File: config.mk
export PLATFORM = sky130hd
export DESIGN_NAME = i2s_tdm_tx
export DESIGN_NICKNAME = d
export VERILOG_FILES = /design/src/rtl/i2s_tdm_tx.sv
export SDC_FILE = /design/constraint.sdc
export NUM_CORES = 1
export LEC_CHECK = 0
export BUFFER_PORTS_ARGS = -buffer_cell sky130_fd_sc_hd__buf_2
export CELL_PAD_IN_SITES_DETAIL_PLACEMENT = 1
export CELL_PAD_IN_SITES_GLOBAL_PLACEMENT = 1
export CORE_ASPECT_RATIO = 0.9
export CORE_MARGIN = 4
export CORE_UTILIZATION = 25
export DETAILED_ROUTE_END_ITERATION = 6
export MAX_ROUTING_LAYER = met4
export PLACE_DENSITY_LB_ADDON = 0.1
export SYNTH_ARGS = -nofsm -noshare
export SYNTH_HDL_FRONTEND = slang
export SYNTH_SLANG_ARGS = --single-unit
File: constraint.sdc
create_clock -name clk -period 6.3 [get_ports clk]
set_clock_uncertainty 0.05 [all_clocks]
set_input_delay 0.945 -clock clk [delete_from_list [all_inputs] [get_ports clk]]
set_output_delay 0.945 -clock clk [all_outputs]
set_load 0.01 [all_outputs]
File: src/rtl/i2s_tdm_tx.sv
// Multi-line I2S / left-justified / right-justified serial audio transmitter.
// A fractional NCO paces sclk; each line shifts its own stereo pair from a per-frame shadow copy.
module i2s_tdm_tx #(
  parameter int I2S_FREQ = 48000,
  parameter int AUDIO_DW = 16,
  parameter int SLOT_DW  = 32,
  parameter int LINES    = 1
) (
  input  logic                          clk,
  input  logic                          reset,
  input  logic [31:0]                   clk_rate,
  input  logic [1:0]                    fmt,
  input  logic                          s_valid,
  output logic                          s_ready,
  input  logic [LINES*2*AUDIO_DW-1:0]   s_data,
  output logic                          sclk,
  output logic                          lrclk,
  output logic [LINES-1:0]              sdata,
  output logic                          underrun
);

  localparam int              FRAME_BITS = 2 * SLOT_DW;
  localparam int              PW         = $clog2(FRAME_BITS);
  localparam int              SDW        = LINES * 2 * AUDIO_DW;
  localparam int              PAD        = SLOT_DW - AUDIO_DW;
  localparam logic [32:0]     INC        = 33'(I2S_FREQ * 2 * SLOT_DW * 2);
  localparam logic [PW-1:0]   P_LAST     = PW'(FRAME_BITS - 1);
  localparam logic [PW-1:0]   P_SLOT     = PW'(SLOT_DW);

  typedef enum logic [1:0] {
    FMT_I2S     = 2'd0,
    FMT_LJ      = 2'd1,
    FMT_RJ      = 2'd2,
    FMT_I2S_ALT = 2'd3
  } fmt_t;

  logic [31:0]    acc_reg;
  logic           ce_reg;
  logic           sclk_reg;
  logic           lrclk_reg;
  logic [PW-1:0]  p_reg;
  logic [LINES-1:0] sdata_reg;
  logic [LINES-1:0] delay_reg;
  logic           underrun_reg;
  logic           ready_reg;
  fmt_t           fmt_reg;
  logic [SDW-1:0] hold_reg;
  logic           hold_full_reg;
  logic [SDW-1:0] shadow_reg;

  logic [32:0]    acc_sum;
  logic [32:0]    acc_diff;
  logic           nco_wrap;
  logic           fall;
  logic           frame_start;
  logic [PW-1:0]  p_next;
  logic           slot_right;
  logic [PW-1:0]  k;
  logic           take;
  logic           starve;
  logic           hold_full_next;
  logic [SDW-1:0] shadow_next;
  fmt_t           fmt_next;
  logic [LINES-1:0] lj_bit;
  logic [LINES-1:0] bit_next;

  // Widened by one bit so acc + INC can never wrap before the compare.
  assign acc_sum  = {1'b0, acc_reg} + INC;
  assign acc_diff = acc_sum - {1'b0, clk_rate};
  assign nco_wrap = (acc_sum >= {1'b0, clk_rate});

  assign fall        = ce_reg & sclk_reg;
  assign frame_start = fall & (p_reg == P_LAST);
  assign p_next      = (p_reg == P_LAST) ? '0 : p_reg + 1'b1;
  assign slot_right  = (p_next >= P_SLOT);
  assign k           = slot_right ? (p_next - P_SLOT) : p_next;

  assign take           = s_valid & ready_reg;
  assign starve         = frame_start & ~hold_full_reg & ~s_valid;
  assign hold_full_next = frame_start ? 1'b0 : (hold_full_reg | take);

  // The frame being started uses the new sample and format from its very first bit.
  always_comb begin
    shadow_next = shadow_reg;
    fmt_next    = fmt_reg;
    if (frame_start) begin
      fmt_next = fmt_t'(fmt);
      if (hold_full_reg) begin
        shadow_next = hold_reg;
      end else if (s_valid) begin
        shadow_next = s_data;
      end else begin
        shadow_next = '0;
      end
    end
  end

  genvar gi;
  generate
    for (gi = 0; gi < LINES; gi++) begin : g_line
      logic [AUDIO_DW-1:0] sample;
      logic [SLOT_DW-1:0]  slot_rj;
      logic [SLOT_DW-1:0]  slot_lj;
      logic [SLOT_DW-1:0]  lj_shift;
      logic [SLOT_DW-1:0]  rj_shift;

      assign sample = slot_right ? shadow_next[gi*2*AUDIO_DW + AUDIO_DW +: AUDIO_DW]
                                 : shadow_next[gi*2*AUDIO_DW +: AUDIO_DW];
      // Place the sample inside a slot-wide word, then the slot bit k is the MSB after shifting by k.
      assign slot_rj  = SLOT_DW'(sample);
      assign slot_lj  = slot_rj << PAD;
      assign lj_shift = slot_lj << k;
      assign rj_shift = slot_rj << k;

      assign lj_bit[gi]   = lj_shift[SLOT_DW-1];
      assign bit_next[gi] = (fmt_next == FMT_LJ) ? lj_bit[gi] :
                            (fmt_next == FMT_RJ) ? rj_shift[SLOT_DW-1] :
                                                   delay_reg[gi];
    end
  endgenerate

  always_ff @(posedge clk) begin
    if (reset) begin
      acc_reg       <= '0;
      ce_reg        <= 1'b0;
      sclk_reg      <= 1'b1;
      lrclk_reg     <= 1'b1;
      p_reg         <= P_LAST;
      sdata_reg     <= '0;
      delay_reg     <= '0;
      underrun_reg  <= 1'b0;
      ready_reg     <= 1'b0;
      fmt_reg       <= FMT_I2S;
      hold_reg      <= '0;
      hold_full_reg <= 1'b0;
      shadow_reg    <= '0;
    end else begin
      acc_reg <= nco_wrap ? acc_diff[31:0] : acc_sum[31:0];
      ce_reg  <= nco_wrap;
      if (ce_reg) begin
        sclk_reg <= ~sclk_reg;
      end
      if (fall) begin
        p_reg      <= p_next;
        lrclk_reg  <= slot_right;
        sdata_reg  <= bit_next;
        delay_reg  <= lj_bit;
        shadow_reg <= shadow_next;
        fmt_reg    <= fmt_next;
      end
      if (take & ~frame_start) begin
        hold_reg <= s_data;
      end
      hold_full_reg <= hold_full_next;
      ready_reg     <= ~hold_full_next;
      underrun_reg  <= starve;
    end
  end

  assign s_ready  = ready_reg;
  assign sclk     = sclk_reg;
  assign lrclk    = lrclk_reg;
  assign sdata    = sdata_reg;
  assign underrun = underrun_reg;

endmodule

==> run metrics, run 1 <==
unrepaired setup endpoints after global routing=no; die area=30,900 um^2; minimum clock period after layout=4.45 ns; # setup viols final=0; Final Hold Vio Count=0; largest area contributor in the netlist=dfxtp_1; Power Dens Cells=275 nW/um^2; 1st-pass router iterations=4; IO Count=74; commonest cells in the netlist=nand2_1, dfxtp_1, a21oi_1, nor2_1, nand3_1; CTS Buf Count=9; flip-flop and latch count after synthesis=112; post-DP HPWL=17.4 mm; Routed Antenna Nets=0; Starting Density=0.253; CORE AREA=27,900 um^2; worst r2r dst=acc_reg[19]; startpoint types=flop; Syn Area/Cell=7.43 um^2; worst hold path endpoint=hold_reg[5]; setup tns final=0 ns; Cell Rows=58; drt total wl=23.8 mm; distinct cell type count after synthesis=72; Leak=3.33 nW; CP Class=reg -> reg; hold buffers post-CTS=0; top_reg_cell synth=dfxtp_1; count leader, synth=nand2_1; Slew @ Worst Pin=1.03 ns; Clk Latency, worst-skew pair=0.37 ns; die width=185 um; routed vias=6,674; clk buf depth=2; total track usage=0.159; post-synthesis adder-cell area fraction=0.0632; synth top area cells=dfxtp_1, nand2_1, a21oi_1; Register-to-Register Path Depth=14; CP Data Required Time=6.55 ns; NumNets Final=1,090; DR iter-0 viols=280; number of vias per cell=4.94; Ys Warns=0; synthesized instance count=948; ANT cells=0; worst reg2reg path startpoint=acc_reg[14]; wire per inst=17.7 um; RePlAce Congestion=0.810; Remaining Overflow, GRT=0; status=complete, no violations; CTS resizes=0; fraction of the mapped netlist area in compound gates=0.265; Final Max Slew Viols=0; simple-gate share of the synthesized area=0.241; Synth top area share=0.318; Met3 Wirelength=578 um; root buf cell=clkbuf_16; Achievable Freq=225 MHz; largest family of logic cells by synthesized area=compound AO/OA/AOI/OAI gates; CP Data Arrival Time=4.70 ns; crit path capture type=flop; Top Metal Used=met4; Clock Sinks=112; worst vdd ir=121 uV; Max Fanout on Critical Path=18; hold_sp=hold_reg[5]; DR WL met2=9.60 mm; Die H=167 um; Port-buffer cells=73; Final Util=0.287; DRC=0; HP Class=reg -> reg; number of global-route vias before repair=6,726; synth-to-layout area growth=13.6%; post-synthesis mux area share=0.00462; Hold Path Stages=2; period utilization=0.706; max-cap violation count=0; setup slack, reg-to-reg=1.85 ns; Clock Pin Slew Worst Setup and Hold Paths=0.08 ns; synthesized area=7050 um^2; CTS tree=done; xor/xnor share of the synthesized area=0.0485; setup bufs post-CTS=0; Post-synth EDFFs=0; pin count of the biggest net entering global routing=81; Mapped Nets=1,052; asr flop ratio synth=0; max_slew headroom=0.313; Filler cells=3,429; layout cell share with drive strength beyond 1=0.121; met1 wire length=13.5 mm; first-pass GRT wire length=38.3 mm; initial antenna violation count=0; CTS HTree Levels=3; post-synthesis sequential area ratio=0.318
-- final cells by class --
class	count	area (um^2)	area share
Clock buffer	9	225	0.0281
Clock inverter	6	57.6	0.00719
Inverter	48	180	0.0225
Multi-Input combinational cell	732	4410	0.550
Sequential cell	112	2240	0.280
Tap cell	360	450	0.0563
Timing Repair Buffer	83	443	0.0553
-- cell families (layout without fill, tap and decap cells) --
family                   count (synthesis)  after routing
flip-flops                             112            112
multiplexers                             3              3
XOR/XNOR                                39             39
AND/OR/NAND/NOR                        368            368
AO/OA/AOI/OAI                          287            287
adder cells (fa/ha/maj)                 35             35
buffers and inverters                  104            146
-- power breakdown --
group | total [mW] | leakage [nW] | switching, mW | internal, mW
clock | 0.585 | 0.141 | 0.306 | 0.278
sequential | 0.788 | 0.909 | 0.0367 | 0.751
combinational | 0.831 | 2.28 | 0.502 | 0.329
total | 2.20 | 3.33 | 0.845 | 1.36
-- worst max path at each step --
stage | end | slack, ns | from
after global placement | acc_reg[0] | 1.82 | clk_rate[1]
final | acc_reg[19] | 1.85 | acc_reg[14]
after detailed placement | acc_reg[0] | 1.73 | clk_rate[1]
after global routing | acc_reg[0] | 1.41 | acc_reg[14]
after CTS | acc_reg[19] | 1.81 | acc_reg[14]
after floorplan | acc_reg[30] | 2.73 | clk_rate[0]
-- placed cells by master, fill, tap and decap left out, drive strengths merged, types with 8 or more instances in the layout --
cell    instances
nand2         143
dfxtp         112
a21oi         101
buf            83
nor2           76
nand3          56
inv            53
o21ai          51
nor3           40
a211oi         40
ha             34
xnor2          22
a21o           22
xor2           17
o211ai         15
or3            12
o21a           12
and3           11
clkbuf          9
a31oi           8
-- critical path, cell delays in order (launching register included) --
cell,delay [ns]
dfxtp_1,0.31
nor3_1,0.34
o21bai_1,0.14
or3_1,0.36
a21oi_1,0.23
nand3b_1,0.27
nor2_1,0.09
xor2_1,0.16
ha_1,0.38
and3_1,0.23
nand2_1,0.13
or4b_1,0.92
buf_4,0.35
a211o_1,0.27
a21oi_1,0.13
-- routing by layer --
metal / track usage / up-vias
li1: - / 3448
met1: 0.246 / 3148
met2: 0.220 / 69
met3: 0.0258 / 9
met4: 0.0243 / 0
met5: - / -
-- stage by stage --
stage	total power [mW]	setup WS (ns)	hold WS [ns]	area (um^2)	cells
after global routing	2.36	1.41	0.431	8010	1350
after detailed placement	1.63	1.73	0.401	7720	1335
after global placement	1.65	1.82	0.396	7720	1335
after floorplan	1.40	2.73	0.382	7050	948
after CTS	2.24	1.81	0.412	8010	1350
final	2.20	1.85	0.410	8010	1350
Note: power is estimated with default switching activity, not from simulation.
==> run 2, diff against run 1 <==
==> constraint.sdc (replaced) <==
create_clock -name clk -period 3.8 [get_ports clk]
set_clock_uncertainty 0.05 [all_clocks]
set_input_delay 0.57 -clock clk [delete_from_list [all_inputs] [get_ports clk]]
set_output_delay 0.57 -clock clk [all_outputs]
set_load 0.01 [all_outputs]
==> run 2 against run 1 <==
Global-route usage up 0.26 points. Register-to-register slack worse by 1.8 ns. Critical path depth up 1. Hold slack worse by 0.036 ns. Critical path type unchanged. Largest cell class unchanged.
==> run metrics, run 2 (same netlist as run 1, synthesis figures left out) <==
ANT cells=0; drt total wl=24.4 mm; Max Fanout on Critical Path=10; Post-DP Area=8170 um^2; root buf cell=clkbuf_16; crit path capture type=flop; most common cell after layout, fill and taps aside=nand2_1; CP Data Required Time=4.06 ns; 1st-pass router iterations=4; # setup viols final=0; IO Count=74; Routed Antenna Nets=0; FF/Latch Area=2240 um^2; Remaining Overflow, GRT=0; pin count of the biggest net entering global routing=58; CTS tree=done; most frequent cells in the layout=nand2_1, dfxtp_1, a21oi_1, nor2_1, buf_2; Final Hold Vio Count=0; DR iter-0 viols=315; CTS Buf Count=9; Leak=3.65 nW; WP buf/inv=2; Filler cells=3,440; first-pass GRT wire length=39.3 mm; die area=30,900 um^2; layout cell share with drive strength beyond 1=0.179; number of global-route vias before repair=6,927; initial antenna violation count=0; Port-buffer cells=73; number of vias per cell=4.92; HP Class=in -> reg; Die H=167 um; startpoint types=flop; routed vias=6,926; Top Family by Delay on Critical Path=simple AND/OR/NAND/NOR gates; CORE AREA=27,900 um^2; Critical-path top delay cell=or4b_4; worst vdd ir=235 uV; Finished Layout Cells=1,407; max_slew headroom=0.525; die width=185 um; wire per inst=17.3 um; Design Area, Final=8580 um^2; DRC=0; synth-to-layout area growth=21.8%; Cells after DPL=1,387; period utilization=0.974; CP Class=reg -> reg; Final Util=0.308; minimum clock period after layout=3.70 ns; post-DP HPWL=18.2 mm; Power Dens Cells=458 nW/um^2; CP Cell Sequence=inv_1 > ha_1 > nand2b_1 > a211oi_2 > a21boi_2 > o211a_1 > nand2_1 > xnor2_2 > ha_1 > and3_1 > nand2_1 > or4b_4 > buf_4 > a211o_1 > a21oi_1; clk buf depth=2; max-cap violation count=0; Clock Pin Slew Worst Setup and Hold Paths=0.10 ns; status=complete, no violations; CP Data Arrival Time=3.96 ns; setup tns final=0 ns; Clk Latency, worst-skew pair=0.38 ns; RePlAce Congestion=0.791; Slew @ Worst Pin=0.713 ns; Clock Sinks=112; WHS=0.374 ns; CTS HTree Levels=3; max incr delay on CP=0.60 ns; Starting Density=0.253; total track usage=0.162; Cell Rows=58; Achievable Freq=270 MHz; hold buffers post-CTS=0; Multi-input gate area=4460 um^2; NumNets Final=1,146; Final Max Slew Viols=0
-- run 2: metal layers --
layer | GRT usage | vias to the layer above | wire (um)
li1 | - | 3552 | -
met1 | 0.253 | 3279 | 13700
met2 | 0.220 | 83 | 9870
met3 | 0.0228 | 12 | 651
met4 | 0.0290 | 0 | 216
met5 | - | - | 0
-- run 2: worst register-to-register path, cell delays in order (launching register included) --
cell	delay, ns
dfxtp_1	0.38
inv_1	0.08
ha_1	0.22
nand2b_1	0.13
a211oi_2	0.11
a21boi_2	0.22
o211a_1	0.24
nand2_1	0.12
xnor2_2	0.16
ha_1	0.32
and3_1	0.24
nand2_1	0.17
or4b_4	0.60
buf_4	0.21
a211o_1	0.27
a21oi_1	0.13
-- run 2: area by class of cell --
class	instances	area share
multi-input combinational	732	0.519
sequential	112	0.261
timing repair buffer	139	0.108
tap	360	0.0525
clock buffer	9	0.0262
inverter	48	0.0210
clock inverter	7	0.0118
-- run 2: repair_timing --
| action | in CTS | in global routing |
|---|---|---|
| setup endpoints to repair | 31 | 33 |
| resized for setup | 3 | 10 |
| gates cloned | 0 | 0 |
| setup buffers | 1 | 3 |
| pin swaps | 1 | 4 |
-- run 2: power by group --
part	internal, mW	switching, mW	leakage [nW]
combinational	0.685	0.878	2.58
sequential	1.25	0.0700	0.909
clock	0.486	0.563	0.156
total	2.42	1.51	3.65
-- run 2: final timing paths --
kind	to	cells after the start	slack, ns	startpoint
max	acc_reg[7]	15	0.1	acc_reg[14]
min reg2reg	hold_reg[20]	2	0.41	hold_reg[20]
min	hold_reg[14]	3	0.37	s_data[14]
max reg2reg	acc_reg[7]	15	0.1	acc_reg[14]
-- run 2: through the flow --
| stage | power (mW) | worst slack, ns |
|---|---|---|
| floorplan | 2.33 | 0.260 |
| detailed placement | 2.87 | -0.142 |
| global placement | 2.89 | -0.0171 |
| global route | 4.20 | -0.0179 |
| CTS | 3.97 | 0.0197 |
| finish | 3.93 | 0.0989 |
==> run 3, diff against run 2 <==
--- a/config.mk
+++ b/config.mk
@@ -10,10 +10,11 @@
 export CELL_PAD_IN_SITES_GLOBAL_PLACEMENT = 1
 export CORE_ASPECT_RATIO = 0.9
 export CORE_MARGIN = 4
-export CORE_UTILIZATION = 25
+export CORE_UTILIZATION = 35
 export DETAILED_ROUTE_END_ITERATION = 6
 export MAX_ROUTING_LAYER = met4
 export PLACE_DENSITY_LB_ADDON = 0.1
+export SLEW_MARGIN = 40
 export SYNTH_ARGS = -nofsm -noshare
 export SYNTH_HDL_FRONTEND = slang
 export SYNTH_SLANG_ARGS = --single-unit
==> constraint.sdc (replaced) <==
create_clock -name clk -period 4.7 [get_ports clk]
set_clock_uncertainty 0.05 [all_clocks]
set_input_delay 0.705 -clock clk [delete_from_list [all_inputs] [get_ports clk]]
set_output_delay 0.705 -clock clk [all_outputs]
set_load 0.01 [all_outputs]
==> run 3 against run 2 <==
Design area is 7.5% lower. Highest routed layer unchanged. Critical path depth stayed put. Setup slack better by 0.36 ns. Hold slack better by 0.036 ns. Critical endpoint is now acc_reg[31]. Core utilization is 10 points higher. Count of clock-buffer cells in the layout stayed put. Via count is 1.0% lower. Flip-flop and latch count stayed put.
==> run metrics, run 3 (same netlist as run 1, synthesis figures left out) <==
status=complete, no violations; NumNets Final=1,095; sequential power share=0.356; Final Hold Vio Count=0; FF/Latch Area=2240 um^2; post-DP HPWL=16.1 mm; number of global-route vias before repair=6,731; drt total wl=22.2 mm; Finished Layout Cells=1,246; Net Sw Power=1.15 mW; root buf cell=clkbuf_16; unrepaired setup endpoints after global routing=no; synth-to-layout area growth=12.7%; max-cap violation count=0; die area=22,500 um^2; CTS tree=done; CORE AREA=19,500 um^2; Sw Share=0.386; CP Data Required Time=4.91 ns; wire per inst=17.8 um; setup bufs post-CTS=0; CTS Buf Count=9; DR iter-0 viols=380; most frequent cells in the layout=nand2_1, dfxtp_1, a21oi_1, nor2_1, buf_2; Filler cells=2,459; Cells after DPL=1,230; routed vias=6,857; Multi-input gate area=4410 um^2; Max Fanout on Critical Path=27; CTS HTree Levels=3; Die H=143 um; period utilization=0.902; worst vdd ir=185 uV; 1st-pass router iterations=4; CP Data Arrival Time=4.45 ns; # setup viols final=0; clk buf depth=2; Port-buffer cells=73; Clock power frac=0.277; setup tns final=0 ns; number of vias per cell=5.50; startpoint types=flop; layout cell share with drive strength beyond 1=0.128; ANT cells=0; Slew @ Worst Pin=0.770 ns; part of the power in combinational logic=0.367; DRC=0; Power Dens Cells=377 nW/um^2; Achievable Freq=236 MHz; Remaining Overflow, GRT=0; cell internal pwr=1.84 mW; total track usage=0.207; IO Count=74; Clock Sinks=112; CTS resizes=0; crit path capture type=flop; HP Class=reg -> reg; initial antenna violation count=0; max_slew headroom=0.487; pin count of the biggest net entering global routing=79; Cell Rows=48; Final Max Slew Viols=0; CP Class=reg -> reg; first-pass GRT wire length=36.6 mm; Leak=3.36 nW; Routed Antenna Nets=0; Clock Pin Slew Worst Setup and Hold Paths=0.09 ns; hold buffers post-CTS=0; minimum clock period after layout=4.24 ns; Clk Latency, worst-skew pair=0.37 ns; RePlAce Congestion=0.854; most common cell after layout, fill and taps aside=nand2_1; Starting Density=0.362; die width=158 um
==> run 3: changes by cell type in the layout (fill, tap and decap cells not counted), sizes merged <==
cell / previous run / this run
buf: 139 / 88
clkinv: 4 / 2
inv: 51 / 53
==> run 3: final timing paths <==
| path | to | cells after the start | slack [ns] | from |
|---|---|---|---|---|
| worst max-delay path | acc_reg[31] | 15 | 0.46 | acc_reg[14] |
| worst min-delay path | hold_reg[11] | 2 | 0.41 | hold_reg[11] |
| worst max register to register | acc_reg[31] | 15 | 0.46 | acc_reg[14] |
| worst min register to register | hold_reg[11] | 2 | 0.41 | hold_reg[11] |
==> run 3: area by class of cell <==
type | count | area share
inverters | 48 | 0.0227
well taps | 250 | 0.0394
repair buffers | 88 | 0.0610
clock buffers | 9 | 0.0284
clock inverters | 7 | 0.0115
multi-input cells | 732 | 0.555
flip-flops and latches | 112 | 0.282
==> run 3: critical path, cell delays in order (launching register included) <==
cell	delay [ns]
dfxtp_1	0.32
nor3_1	0.34
o21bai_1	0.14
or3_1	0.36
a21oi_1	0.25
nand3b_1	0.25
nor2_1	0.10
xor2_1	0.16
ha_1	0.36
a21o_1	0.19
a21oi_1	0.23
o21ai_0	0.22
a211o_2	0.62
o21ai_1	0.32
inv_1	0.09
o2bb2ai_1	0.13
==> run 3: layer usage <==
metal / wire length (um) / part of all wire / up-vias / track usage
met5: 0 / 0 / - / -
met3: 780 / 0.035 / 18 / 0.0294
li1: - / - / 3451 / -
met4: 279 / 0.013 / 0 / 0.0426
met1: 12400 / 0.56 / 3275 / 0.322
met2: 8730 / 0.39 / 113 / 0.281
==> run 3: through the flow <==
stage | setup slack (ns) | hold slack [ns] | area, um^2 | utilization | power (mW)
3_3_place_gp | 0.500 | 0.395 | 7620 | 0.392 | 2.18
6_report | 0.461 | 0.410 | 7940 | 0.408 | 2.99
5_1_grt | 0.176 | 0.426 | 7940 | 0.408 | 3.19
4_1_cts | 0.488 | 0.412 | 7940 | 0.408 | 3.01
3_5_place_dp | 0.509 | 0.398 | 7630 | 0.392 | 2.17
2_1_floorplan | 1.16 | 0.382 | 7050 | - | 1.88
==> run 3: power groups by stage <==
| stage | combinational [mW] | clock (mW) | sequential [mW] |
|---|---|---|---|
| floorplan | 0.821 | 0 | 1.06 |
| global placement | 1.09 | 0 | 1.09 |
| detailed placement | 1.08 | 0 | 1.08 |
| CTS | 1.09 | 0.860 | 1.06 |
| global route | 1.23 | 0.890 | 1.07 |
| finish | 1.10 | 0.829 | 1.07 |
